<file path="src/rtl/sdram_arb_pkg.sv">
// Shared definitions for the SDRAM port arbiter.
//   ADDR_W / DATA_W : SDRAM channel address and data widths
//   state_t         : arbiter FSM states
//   slot_t          : one latched request (address, write data, byte enables, direction)
package sdram_arb_pkg;

    localparam int ADDR_W = 27;
    localparam int DATA_W = 32;

    typedef enum logic [1:0] {
        IDLE  = 2'd0,
        ISSUE = 2'd1,
        WAIT  = 2'd2
    } state_t;

    typedef struct packed {
        logic [ADDR_W-1:0] addr;
        logic [DATA_W-1:0] din;
        logic [3:0]        be;
        logic              rnw;
    } slot_t;

endpackage

</file>
<file path="src/rtl/sdram_arb_pick.sv">
// Winner selection for the SDRAM port arbiter (purely combinational).
// Searches the pending vector cyclically starting at index ptr and returns the
// first pending requester. With ptr tied to 0 this is fixed priority, lowest
// index first.
//   pending : requesters with a latched, not yet completed request
//   ptr     : index where the search starts
//   grant   : one-hot winner (all zero when nothing is pending)
//   idx     : binary winner index (0 when nothing is pending)
module sdram_arb_pick #(
    parameter int NUM_REQ = 3,
    parameter int IDX_W   = $clog2(NUM_REQ)
) (
    input  logic [NUM_REQ-1:0] pending,
    input  logic [IDX_W-1:0]   ptr,
    output logic [NUM_REQ-1:0] grant,
    output logic [IDX_W-1:0]   idx
);

    logic             found;
    logic [IDX_W-1:0] cand;
    int               pos;

    always_comb begin
        grant = '0;
        idx   = '0;
        found = 1'b0;
        cand  = '0;
        pos   = 0;
        for (int k = 0; k < NUM_REQ; k++) begin
            pos  = (int'(ptr) + k) % NUM_REQ;
            cand = IDX_W'(pos);
            if (!found && pending[cand]) begin
                found       = 1'b1;
                grant[cand] = 1'b1;
                idx         = cand;
            end
        end
    end

endmodule

</file>
<file path="src/rtl/sdram_port_arbiter.sv">
// Arbitrates NUM_REQ requester ports onto a single 32-bit SDRAM channel with
// at most one transaction outstanding.
//   clk, reset          : single clock, synchronous active-high reset
//   rq_req/addr/din/be/rnw : per-requester request strobe and request fields
//   rq_done, rq_dout    : per-requester completion strobe, shared read data
//   mem_req/addr/din/be/rnw : channel request (mem_req is high for one cycle)
//   mem_ready, mem_dout : channel completion strobe and read data
//   err_overrun         : sticky, a requester strobed while already pending
//   err_timeout         : sticky, the watchdog expired before mem_ready
// Build option: define SDRAM_ARB_ROUNDROBIN_EN for round-robin arbitration;
// otherwise fixed priority (lowest index first) with no pointer register.
module sdram_port_arbiter
    import sdram_arb_pkg::*;
#(
    parameter int NUM_REQ = 3,
    parameter int TIMEOUT = 255
) (
    input  logic                      clk,
    input  logic                      reset,
    input  logic [NUM_REQ-1:0]        rq_req,
    input  logic [NUM_REQ*ADDR_W-1:0] rq_addr,
    input  logic [NUM_REQ*DATA_W-1:0] rq_din,
    input  logic [NUM_REQ*4-1:0]      rq_be,
    input  logic [NUM_REQ-1:0]        rq_rnw,
    output logic [NUM_REQ-1:0]        rq_done,
    output logic [DATA_W-1:0]         rq_dout,
    output logic                      mem_req,
    output logic [ADDR_W-1:0]         mem_addr,
    output logic [DATA_W-1:0]         mem_din,
    output logic [3:0]                mem_be,
    output logic                      mem_rnw,
    input  logic                      mem_ready,
    input  logic [DATA_W-1:0]         mem_dout,
    output logic [NUM_REQ-1:0]        err_overrun,
    output logic                      err_timeout
);

    localparam int IDX_W = $clog2(NUM_REQ);
    localparam int WD_W  = $clog2(TIMEOUT + 2);

    state_t             state, state_next;
    logic [NUM_REQ-1:0] pending, pending_next, accept, ovr;
    logic [NUM_REQ-1:0] pick_grant, win_oh;
    logic [IDX_W-1:0]   pick_idx, pick_ptr, win_idx;
    logic [WD_W-1:0]    wdog;
    logic               complete, timed_out;
    slot_t              slot [NUM_REQ];
    slot_t              cur;

    // Request capture: a strobe is accepted only when that slot is free, so
    // the winner's slot cannot change while its transaction is in flight.
    for (genvar g = 0; g < NUM_REQ; g++) begin : g_req
        assign accept[g]       = rq_req[g] & ~pending[g];
        assign ovr[g]          = rq_req[g] & pending[g];
        assign pending_next[g] = accept[g] | (pending[g] & ~(complete & win_oh[g]));

        always_ff @(posedge clk) begin
            if (accept[g]) begin
                slot[g] <= '{addr: rq_addr[g*ADDR_W +: ADDR_W],
                             din:  rq_din[g*DATA_W +: DATA_W],
                             be:   rq_be[g*4 +: 4],
                             rnw:  rq_rnw[g]};
            end
        end
    end

`ifdef SDRAM_ARB_ROUNDROBIN_EN
    logic [IDX_W-1:0] ptr;

    always_ff @(posedge clk) begin
        if (reset) begin
            ptr <= '0;
        end else if (state == ISSUE) begin
            ptr <= (win_idx == IDX_W'(NUM_REQ - 1)) ? '0 : win_idx + IDX_W'(1);
        end
    end

    assign pick_ptr = ptr;
`else
    assign pick_ptr = '0;
`endif

    sdram_arb_pick #(
        .NUM_REQ (NUM_REQ),
        .IDX_W   (IDX_W)
    ) u_pick (
        .pending (pending),
        .ptr     (pick_ptr),
        .grant   (pick_grant),
        .idx     (pick_idx)
    );

    // Channel fields come straight from the winner's slot, which is frozen
    // from ISSUE until WAIT exits.
    assign cur      = slot[win_idx];
    assign mem_req  = (state == ISSUE);
    assign mem_addr = cur.addr;
    assign mem_din  = cur.din;
    assign mem_be   = cur.be;
    assign mem_rnw  = cur.rnw;

    // The watchdog holds TIMEOUT in the first WAIT cycle and counts down, so
    // expiry on the value 1 gives exactly TIMEOUT WAIT cycles. mem_ready in
    // the final cycle still counts as a normal completion.
    always_comb begin
        state_next = state;
        complete   = 1'b0;
        timed_out  = 1'b0;
        case (state)
            IDLE: begin
                if (|pending) state_next = ISSUE;
            end
            ISSUE: begin
                state_next = WAIT;
            end
            WAIT: begin
                if (mem_ready) begin
                    complete   = 1'b1;
                    state_next = IDLE;
                end else if (wdog <= WD_W'(1)) begin
                    complete   = 1'b1;
                    timed_out  = 1'b1;
                    state_next = IDLE;
                end
            end
            default: state_next = IDLE;
        endcase
    end

    always_ff @(posedge clk) begin
        if (reset) begin
            state       <= IDLE;
            pending     <= '0;
            win_idx     <= '0;
            win_oh      <= '0;
            wdog        <= '0;
            rq_done     <= '0;
            rq_dout     <= '0;
            err_overrun <= '0;
            err_timeout <= 1'b0;
        end else begin
            state       <= state_next;
            pending     <= pending_next;
            err_overrun <= err_overrun | ovr;
            rq_done     <= complete ? win_oh : '0;

            if (state == IDLE && |pending) begin
                win_idx <= pick_idx;
                win_oh  <= pick_grant;
            end

            if (state == ISSUE) begin
                wdog <= WD_W'(TIMEOUT);
            end else if (complete) begin
                wdog <= '0;
            end else if (state == WAIT) begin
                wdog <= wdog - WD_W'(1);
            end

            if (complete) begin
                rq_dout <= timed_out ? '1 : (cur.rnw ? mem_dout : '0);
            end
            if (timed_out) begin
                err_timeout <= 1'b1;
            end
        end
    end

endmodule

</file>
<file path="config.mk">
export PLATFORM = sky130hd
export DESIGN_NAME = sdram_port_arbiter
export DESIGN_NICKNAME = d
export VERILOG_FILES = /design/src/rtl/sdram_arb_pkg.sv /design/src/rtl/sdram_arb_pick.sv /design/src/rtl/sdram_port_arbiter.sv
export SDC_FILE = /design/constraint.sdc
export NUM_CORES = 1
export LEC_CHECK = 0
export ABC_AREA = 0
export ABC_CLOCK_PERIOD_IN_PS = 10400
export CORE_AREA = 2 2 144 146
export CTS_CLUSTER_DIAMETER = 100
export DETAILED_ROUTE_END_ITERATION = 10
export DIE_AREA = 0 0 146 148
export MAX_ROUTING_LAYER = met4
export PLACE_DENSITY = 0.85
export SLEW_MARGIN = 10
export SYNTH_ARGS = -nofsm -noshare
export SYNTH_HDL_FRONTEND = slang
export SYNTH_SLANG_ARGS = --single-unit
</file>
<file path="constraint.sdc">
create_clock -name clk -period 10.4 [get_ports clk]
set_clock_uncertainty 0.15 [all_clocks]
set_input_delay 2.08 -clock clk [delete_from_list [all_inputs] [get_ports clk]]
set_output_delay 2.08 -clock clk [all_outputs]
set_load 0.01 [all_outputs]
</file>
## After elaboration in Yosys (flattened, before gate mapping)

Memory sizes are Yosys's and may differ from the RTL's. A register that Yosys moved wholly into a read port is not among the register bits.
Cells that the tools add are included.

| storage, ports and cells | value |
|---|---|
| flip-flop bits (word level) | 58 |
| memory bits (writable) | 192 |
| input bits | 230 |
| output and inout port bits | 104 |
| word-level logic and storage cells | 80 |
| memories kept | 1 |

Memories:

| name | words | bits a word | read ports | clocked after memory_dff | wr ports | line | RTL |
|---|---|---|---|---|---|---|---|
| slot | 3 | 64 | 1 | 1 | 3 | sdram_port_arbiter.sv:47 | `slot_t slot [NUM_REQ];` |

| operators by class | value |
|---|---|
| add/sub/neg operators | 1 |
| magnitude comparators | 1 |
| equality and inequality tests | 4 |
| muxes and demuxes | 29 |
| bitwise operators | 23 |
| reduce and logical (&&, ||, !) cells | 11 |

Operators by type and width:

| operator | number |
|---|---|
| $mux 32 | 2 |
| $mux 8 | 3 |
| $mux 1 | 15 |
| $mux 2 | 7 |
| $and 1x1->1 | 12 |
| $le 9x1->1 const B | 1 |
| $sub 9x1->9 const B | 1 |
| $not 1->1 | 7 |
| $pmux 2 s3 | 1 |
| $reduce_or 3->1 | 2 |
| $logic_and 1x1->1 | 3 |
| $mux 3 | 1 |
| $ne 3x3->1 const B | 1 |
| $or 1x1->1 | 3 |
| $or 3x3->3 | 1 |
| $reduce_bool 3->1 | 1 |
| $eq 2x1->1 const B | 1 |
| $eq 2x2->1 const B | 1 |
| $logic_not 1->1 | 2 |
| $logic_not 2->1 | 1 |
| $ne 2x2->1 const B | 1 |
| $reduce_and 2->1 | 1 |
| $reduce_or 2->1 | 1 |

## Logic depth before layout (Yosys ltp)

Gate-level depths: netlist of run 1.

| depth | value |
|---|---|
| word-level depth | 9 |
| depth in mapped cells | 7 |
| mapped depth without buffers | 6 |

## Cells and area by module

A second synthesis of run 1 with hierarchy kept.

| second synthesis, totals | value |
|---|---|
| cells, all modules | 666 |
| area total of the unflattened synthesis | 9714.3 µm² |

Modules (own cells, without submodules):

| module | instances | cells an instance | area each (µm²) | sequential area each (µm²) |
|---|---|---|---|---|
| sdram_port_arbiter | 1 | 628 | 9447.8 | 6966.7 |
| sdram_arb_pick | 1 | 38 | 266.5 | 0.0 |

## Worst setup path before layout of run 1

Ideal clock, no wire load.

| path | value |
|---|---|
| path type | input -> register |
| start point | input port rq_req[2] |
| end point | memory slot[2][0] (netlist bit) (enable) |
| library setup time | 494 ps |
| arrival time | 4894 ps |
| data required time | 9756 ps |
| setup slack | 4862 ps |
| cell stages on the path | 1 |
| buffers on the path | 0 |
| cell sequence | nor2b_1 |

RTL lines:

| element | line | RTL |
|---|---|---|
| start, declared | sdram_port_arbiter.sv:20 | `input logic [NUM_REQ-1:0] rq_req,` |
| end, declared | sdram_port_arbiter.sv:47 |  |

==> impl_metrics.csv, run 1 <==
group,metric,value,unit
timing,finalSetupViolCount,0,
route,drtPass1Iterations,4,
place,placed_area,13200,µm²
cells_and_area,final_net_count,1250,
setup_path,max_stage_delay,0.77,ns
cts,postCtsHoldBufs,0,
power_and_ir_drop,leakage,0.00471,µW
cells_and_area,multi_input_area,2460,µm²
cells_and_area,final_core_util,0.696,
setup_path,crit_path_cell_trace,"buf_4 > mux2i_1 > o21ai_0 > clkdlybuf4s50_1",
route,first_iter_violations,409,
logic_synthesis,synth-xor-area-share,0.000912,
logic_synthesis,syn_nets,918,
outcome,status,"complete, no violations",
logic_synthesis,yosysTopAreaCell,"edfxtp_1",
cts,clock-root-buffer,"clkbuf_16",
timing,fin_crit,5.15,ns
global_route,grt_max_degree,119,
setup_path,cp_slowest_cell,"buf_4",
logic_synthesis,synth_edf_count,192,
logic_synthesis,synthFlopType,"edfxtp_1",
floorplanning,row_count,52,
cts,cts_resized,0,
timing,fmax,194,MHz
job,max_cap_viol_count,0,
setup_path,critical_path_class,"register to output pin",
logic_synthesis,synth_most_common_cell,"edfxtp_1",
setup_path,cp.arrival,2.92,ns
logic_synthesis,synth-simple-area-share,0.0976,
cts,post_cts_buffers,0,
cells_and_area,seqCellArea,6930,µm²
floorplanning,die_h,148,µm
global_route,grt_usage,0.242,
floorplanning,core_area,20000,µm²
logic_synthesis,netlist-cell-type-count,45,
logic_synthesis,synth.top_cell.area_share,0.600,
cells_and_area,fillerInstances,1390,
place,place.gp.congestion,0.845,
global_route,grt.overflow.total,0,
cts,clk_pin_slew,0.06,ns
power_and_ir_drop,p_per_area,198,nW/µm²
setup_path,path_max_fanout,53,
global_route,grt_pass1_vias,6819,
hold_path,worst_hold_path_type,"register to register",
global_route,grt_pass1_wl,39.1,mm
route,final_antenna_net_count,0,
route,vias_per_cell,5.19,
cts,worstSkewPairLatency,0.51,ns
place,dp_hpwl,17.8,mm
route,routedWlPerCell,20.1,µm
cts,cts_tree,"yes",
logic_synthesis,synthTopCellsByArea,"edfxtp_1 (60%), dfxtp_1 (12%), mux2i_1 (6.9%), o21ai_0 (3.5%), nor3_2 (3.0%)",
floorplanning,initial_core_util,0.479,
logic_synthesis,synthTopCellsByCount,"edfxtp_1 (192), nand2_1 (68), o21ai_0 (68)",
logic_synthesis,async_reset_ff_frac,0,
timing,whs,0.326,ns
timing,drv_slew,0,
floorplanning,num_io_pins,334,
route,drt_wl_total,26.2,mm
logic_synthesis,synthCells,682,
timing,period_share,0.495,
place,io_buffers,333,
power_and_ir_drop,ir_drop,151,µV
route,drc,0,
logic_synthesis,synth_area_per_cell,14.1,µm²
cells_and_area,drive_gt1_frac,0.0832,
logic_synthesis,syn_area,9600,µm²
floorplanning,dieArea,21600,µm²
timing,slew_headroom,0.264,
setup_path,cp-start-kind,"register",
cts,clk_path_buf_depth,3,
logic_synthesis,synth_top_family_by_area,"simple AND/OR/NAND/NOR gates",
route,dr_total_vias,6783,
floorplanning,die_w,146,µm
timing,setup_tns,0,ns
logic_synthesis,ys_seq_elements,250,
logic_synthesis,synthMuxAreaShare,0.0688,
cts,cts.sinks,250,
cells_and_area,syn_to_final_growth,45.2,%
setup_path,end_kind,"output pin",
logic_synthesis,yosysSeqAreaShare,0.721,
logic_synthesis,post_synth_fa_ha_maj_area_fraction,0.00782,
setup_path,crit_required,8.17,ns
timing,rsz0062_at_grt,"no",
cts,numCtsBuffers,26,
logic_synthesis,yosys_warnings,0,
cts,htreeDepth,1,
logic_synthesis,synth_compound_area_frac,0.0788,
cells_and_area,fin_area,13900,µm²
timing,worst_slew_pin_slew,1.10,ns
global_route,grt_antenna_before_repair,2,
timing,finalHoldViolCount,0,
## cells by family after synthesis
logic type	count (synthesis)
flops	250
simple gates	177
compound gates	134
mux	66
buf+inv	48
fa+ha+maj	6
xor+xnor	1
## final timing paths
| path | slack [ns] | depth (start not counted) | startpoint | endpoint |
|---|---|---|---|---|
| worst min-delay path | 0.33 | 2 | err_timeout$_SDFFE_PP0P_ | err_timeout$_SDFFE_PP0P_ |
| worst min register to register | 0.33 | 2 | err_timeout$_SDFFE_PP0P_ | err_timeout$_SDFFE_PP0P_ |
| worst max register to register | 7.95 | 7 | state[0]$_SDFFE_PP0P_ | wdog[4]$_SDFFE_PP0P_ |
| worst max-delay path | 5.25 | 4 | register | mem_addr[2] |
## flip-flops by register name, indices dropped and copies added, names as in the netlist, named ones only
register,flops
err_overrun,3
err_timeout,1
pending,3
rq_done,3
rq_dout,32
slot,192
state,2
wdog,9
win_oh,3
## power breakdown
group          switching, µW  leakage, µW  total [µW]  internal, µW
registers               55.0      0.00230        1230          1180
logic                    338      0.00203         697           360
clock network            365     0.000376         837           472
## per-layer routing
layer	share of wire	up-vias	GRT usage
met5	0	-	-
met4	0.025	0	0.0714
met3	0.084	42	0.0654
met2	0.51	287	0.414
met1	0.38	3271	0.283
li1	-	3183	-
## critical path: cells and delay by family (launching register included)
kind | cells | cell delay, ns
buffers and inverters | 2 | 1.40
AOI/OAI and AO/OA | 1 | 0.24
muxes | 1 | 0.19
DFF | 1 | 0.48
## area by class of cell
cell class / instances / share of cell area
multi-input cells: 384 / 0.177
repair buffers: 341 / 0.243
diodes: 2 / 0.000359
clock inverters: 16 / 0.00539
inverters: 11 / 0.00296
flip-flops and latches: 250 / 0.497
clock buffers: 32 / 0.0498
well taps: 270 / 0.0242
## cells in the final DEF, fill, tap and decap left out, types with 3 or more instances in the layout
cell,netlist,routed
clkdlybuf4s50_1,0,332
o21ai_0,68,68
clkbuf_16,0,27
a31oi_1,6,6
a21oi_1,41,41
dfxtp_1,58,56
nor3_2,29,29
clkinv_2,0,7
inv_1,11,11
edfxtp_1,192,192
buf_4,0,8
clkinv_1,0,6
clkbuf_1,23,5
and2_1,4,4
nor2b_4,0,3
nand2_1,68,68
nor4_1,4,4
a311oi_1,5,5
ha_1,6,6
mux2i_1,66,66
nor2_1,47,47
nand2b_1,6,6
nor3_1,6,6
## stage by stage
step	cells	total power, µW	setup slack [ns]
CTS	1304	2780	5.23
global route	1306	2890	5.09
finish	1306	2770	5.25
detailed placement	1256	1950	5.75
floorplan	682	1600	4.86
global placement	1256	1930	5.81
No activity file was read; power rests on OpenSTA's default activity.
==> run 2: changes to the inputs <==
ABC_CLOCK_PERIOD_IN_PS = 4500   (was 10400)
CORE_AREA = 2 2 157 159   (was 2 2 144 146)
DIE_AREA = 0 0 159 161   (was 0 0 146 148)
PLACE_DENSITY = 0.76   (was 0.85)
clock period = 4.5 ns   (was 10.4 ns; I/O delays follow)
==> run 2 against run 1 <==
- flip-flop and latch count stayed put
- largest cell class unchanged
- sequential power is 130% higher
- cell count is 4.3% higher
==> impl_metrics.csv, run 2 (same netlist as run 1, synthesis figures left out) <==
group,metric,value,unit
route,dr_total_vias,6775,
timing,finalSetupViolCount,0,
route,routedWlPerCell,19.3,µm
timing,whs,0.319,ns
place,io_buffers,333,
cells_and_area,layout_commonest_cell,"clkdlybuf4s50_1",
floorplanning,die_h,161,µm
cts,worstSkewPairLatency,0.52,ns
cells_and_area,final_net_count,1252,
timing,slew_headroom,0.303,
cts,cts.sinks,250,
timing,period_share,0.820,
setup_path,max_stage_delay,0.71,ns
global_route,grt_pass1_vias,6992,
setup_path,cp.arrival,2.64,ns
timing,fin_crit,3.69,ns
cts,clk_path_buf_depth,3,
cells_and_area,largest_register_ffs,192,
setup_path,end_kind,"output pin",
cts,htreeDepth,1,
route,vias_per_cell,4.97,
setup_path,cp-start-kind,"register",
timing,drv_slew,0,
cells_and_area,drive_gt1_frac,0.0907,
timing,finalHoldViolCount,0,
setup_path,crit_required,3.45,ns
global_route,grt_antenna_before_repair,1,
cts,post_cts_buffers,0,
global_route,grt.overflow.total,0,
route,first_iter_violations,441,
cts,clk_pin_slew,0.06,ns
place,placedCellCount,1311,
route,drt_wl_total,26.2,mm
floorplanning,row_count,57,
floorplanning,num_io_pins,334,
power_and_ir_drop,power,6600,µW
power_and_ir_drop,ir_drop,308,µV
setup_path,cp_slowest_cell,"dfxtp_4",
job,max_cap_viol_count,0,
route,final_antenna_net_count,0,
cells_and_area,mostFrequentLayoutCells,"clkdlybuf4s50_1 (332), edfxtp_1 (192), nand2_1 (68), o21ai_0 (68), mux2i_1 (66)",
floorplanning,die_w,159,µm
floorplanning,dieArea,25600,µm²
timing,fmax,271,MHz
timing,worst_slew_pin_slew,1.05,ns
setup_path,crit_path_cell_trace,"buf_12 > mux2i_1 > o21ai_0 > clkdlybuf4s50_1",
timing,setup_tns,0,ns
cts,numCtsBuffers,27,
route,drtPass1Iterations,4,
setup_path,critical_path_class,"register to output pin",
floorplanning,core_area,24000,µm²
cells_and_area,largestRegisters,"slot x192, rq_dout x32, wdog x9",
setup_path,crit_family,"buffers and inverters",
power_and_ir_drop,p_per_area,466,nW/µm²
cts,cts_resized,0,
cts,clock-root-buffer,"clkbuf_16",
global_route,grt_max_degree,65,
setup_path,cp_num_buf_inv,2,
outcome,status,"complete, no violations",
setup_path,path_max_fanout,35,
cts,cts_tree,"yes",
place,dp_hpwl,17.9,mm
global_route,grt_usage,0.202,
timing,rsz0062_at_grt,"no",
cells_and_area,regMostFlops,"slot",
place,place.gp.congestion,0.904,
cells_and_area,stdcell_count,1362,
floorplanning,initial_core_util,0.401,
route,drc,0,
global_route,grt_pass1_wl,39.1,mm
cells_and_area,syn_to_final_growth,47.3,%
power_and_ir_drop,leakage,0.00479,µW
hold_path,worst_hold_path_type,"register to register",
cts,postCtsHoldBufs,0,
-- run 2: final timing paths --
kind | startpoint | endpoint | slack (ns) | cells past startpoint
setup / recovery | register | mem_din[10] | 0.81 | 4
hold / removal | err_overrun[1]$_SDFF_PP0_ | err_overrun[1]$_SDFF_PP0_ | 0.32 | 2
setup reg to reg | state[0]$_SDFFE_PP0P_ | wdog[4]$_SDFFE_PP0P_ | 2.09 | 7
hold reg to reg | err_overrun[1]$_SDFF_PP0_ | err_overrun[1]$_SDFF_PP0_ | 0.32 | 2
-- run 2: layout make-up --
| type | count | area, µm² |
|---|---|---|
| Fill cell | 1894 | 9820 |
| Timing Repair Buffer | 342 | 3430 |
| Multi-Input combinational cell | 384 | 2460 |
| Inverter | 11 | 41.3 |
| Antenna cell | 2 | 5.00 |
| Tap cell | 324 | 405 |
| Clock inverter | 10 | 76.3 |
| Clock buffer | 39 | 785 |
| Sequential cell | 250 | 6930 |
-- run 2: power by group --
part	internal [µW]	switching, µW	total, µW
registers	2720	160	2880
logic	837	750	1590
clock network	1260	869	2130
total	4820	1780	6600
-- run 2: layer usage --
layer	part of all wire	vias to the layer above	global-route usage
met2	0.49	306	0.334
met1	0.38	3225	0.231
li1	-	3188	-
met4	0.032	0	0.0711
met5	0	-	-
met3	0.098	56	0.0683
-- run 2: per-stage QoR --
stage	utilization	setup slack, ns	area, µm²
final	0.590	0.812	14100
after global routing	0.590	0.696	14100
after CTS	0.590	0.778	14100
after detailed placement	0.554	1.34	13300
after global placement	0.554	1.37	13300
after floorplan	-	0.142	9600
-- run 2: tightest hold or removal path, cell delays in order (launching register included) --
cell     delay, ns
dfxtp_1       0.33
a21oi_1       0.04
nor2_1        0.06
==> variant (config.mk and constraints of run 2) <==
`ADDR_W`: 27 -> 31.
--- a/src/rtl/sdram_arb_pkg.sv
+++ b/src/rtl/sdram_arb_pkg.sv
@@ -4,7 +4,7 @@
 //   slot_t          : one latched request (address, write data, byte enables, direction)
 package sdram_arb_pkg;
 
-    localparam int ADDR_W = 27;
+    localparam int ADDR_W = 31;
     localparam int DATA_W = 32;
 
     typedef enum logic [1:0] {
Interface: changed (resized mem_addr and rq_addr); port bits go from 334 to 350. No check against the original RTL was run, so the function may have changed too.
==> variant against run 2 <==
  * Sequential cell count rose by 12
  * Global-route usage is 1.1 points higher
  * Core utilization up 2.6 points
  * Non-clock buffer count increased by 18
  * Total power is 4.0% higher
  * Routed wire length rose by 5.0%
  * Area after synthesis up 4.7%
  * Final cell count is 3.4% higher
  * Fmax fell by 1.1%
  * Design area up 4.4%
  * Sequential share of layout area increased by 0.37 points
  * First-iteration DRC count down 7.3%
  * Setup slack worse by 0.040 ns
  * Critical endpoint is now mem_din[16]
==> variant: results (changes against run 2) <==
[finish]
nets=1306  ; +4.3%
n_antenna_cell=7  ; +5
drive_gt1_frac=0.0799  ; -0.0109
clock_area_frac=0.0584  ; -0.00249
nMultiInputCombCells=396  ; +3.1%
nNonClkBuffers=360  ; +5.3%
multi_input_area_um2=2540  ; +3.0%

[placed_design]
dp_cells=1353  ; +3.2%
gp_congestion=0.872  ; -3.6%
pre_cts_ws_ns=1.31  ; -0.0367 ns

[min_path]
worstHoldEndpoint=pending[0]
holdPathStages=1  ; -1

[run_status]
status=complete, no violations

[yosys]
synth_compound_area_frac=0.0773  ; -0.00152
syn_area_um2=10100  ; +4.7%
synth_adder_area_share=0.00747  ; -0.000348
synth.net_count=956  ; +4.1%

[power_and_ir_drop]
p_leak_nw=4.98  ; +3.9%
power_frac_clock=0.322  ; about the same

[critical_path]
worstReg2RegEnd=rq_dout[25]
crit_path_max_incr_delay_ns=0.81  ; +0.10 ns
critPathArrivalTime_ns=2.68  ; +0.04 ns
path_max_fanout=74  ; +110%

[global_route]
antenna_found_initial=7  ; +6
use_met3=0.0614  ; -0.00693
use_met2=0.349  ; +0.0154

[drt]
first_iter_violations=409  ; -7.3%
wl_met2_um=13500  ; +5.6%
drt-total-wl_um=27600  ; +5.0%
vias=7019  ; +3.6%

[sta]
hold_ws_ns=0.320  ; +0.000970 ns
slew_headroom=0.379  ; +0.0759

[variant: cell count changes after synthesis, moves of 2 or more]
cell	before	now
clkbuf_1	23	29
nand2_1	68	72
buf_2	1	3
o21ai_0	68	72
mux2i_1	66	70
edfxtp_1	192	204
buf_1	6	0
[variant: how the worst max path moves through the flow]
| stage | start | endpoint | cells past startpoint |
|---|---|---|---|
| after global placement | flop | mem_addr[13] | 4 |
| final | flop | mem_din[16] | 4 |
| after global routing | flop | mem_din[16] | 4 |
| after floorplan | rq_req[2] | slot[2][0] | 1 |
| after detailed placement | flop | mem_din[16] | 4 |
| after CTS | flop | mem_addr[13] | 4 |
[variant: kinds of logic (layout without fill, tap and decap cells)]
kind of cell,after synthesis,count (layout)
DFF,262,262
and+or+nand+nor,181,181
AOI/OAI and AO/OA,138,138
muxes,70,70
buffers and inverters,50,419
adders and majority gates,6,6
xor gates and xnor gates,1,1
other,0,7
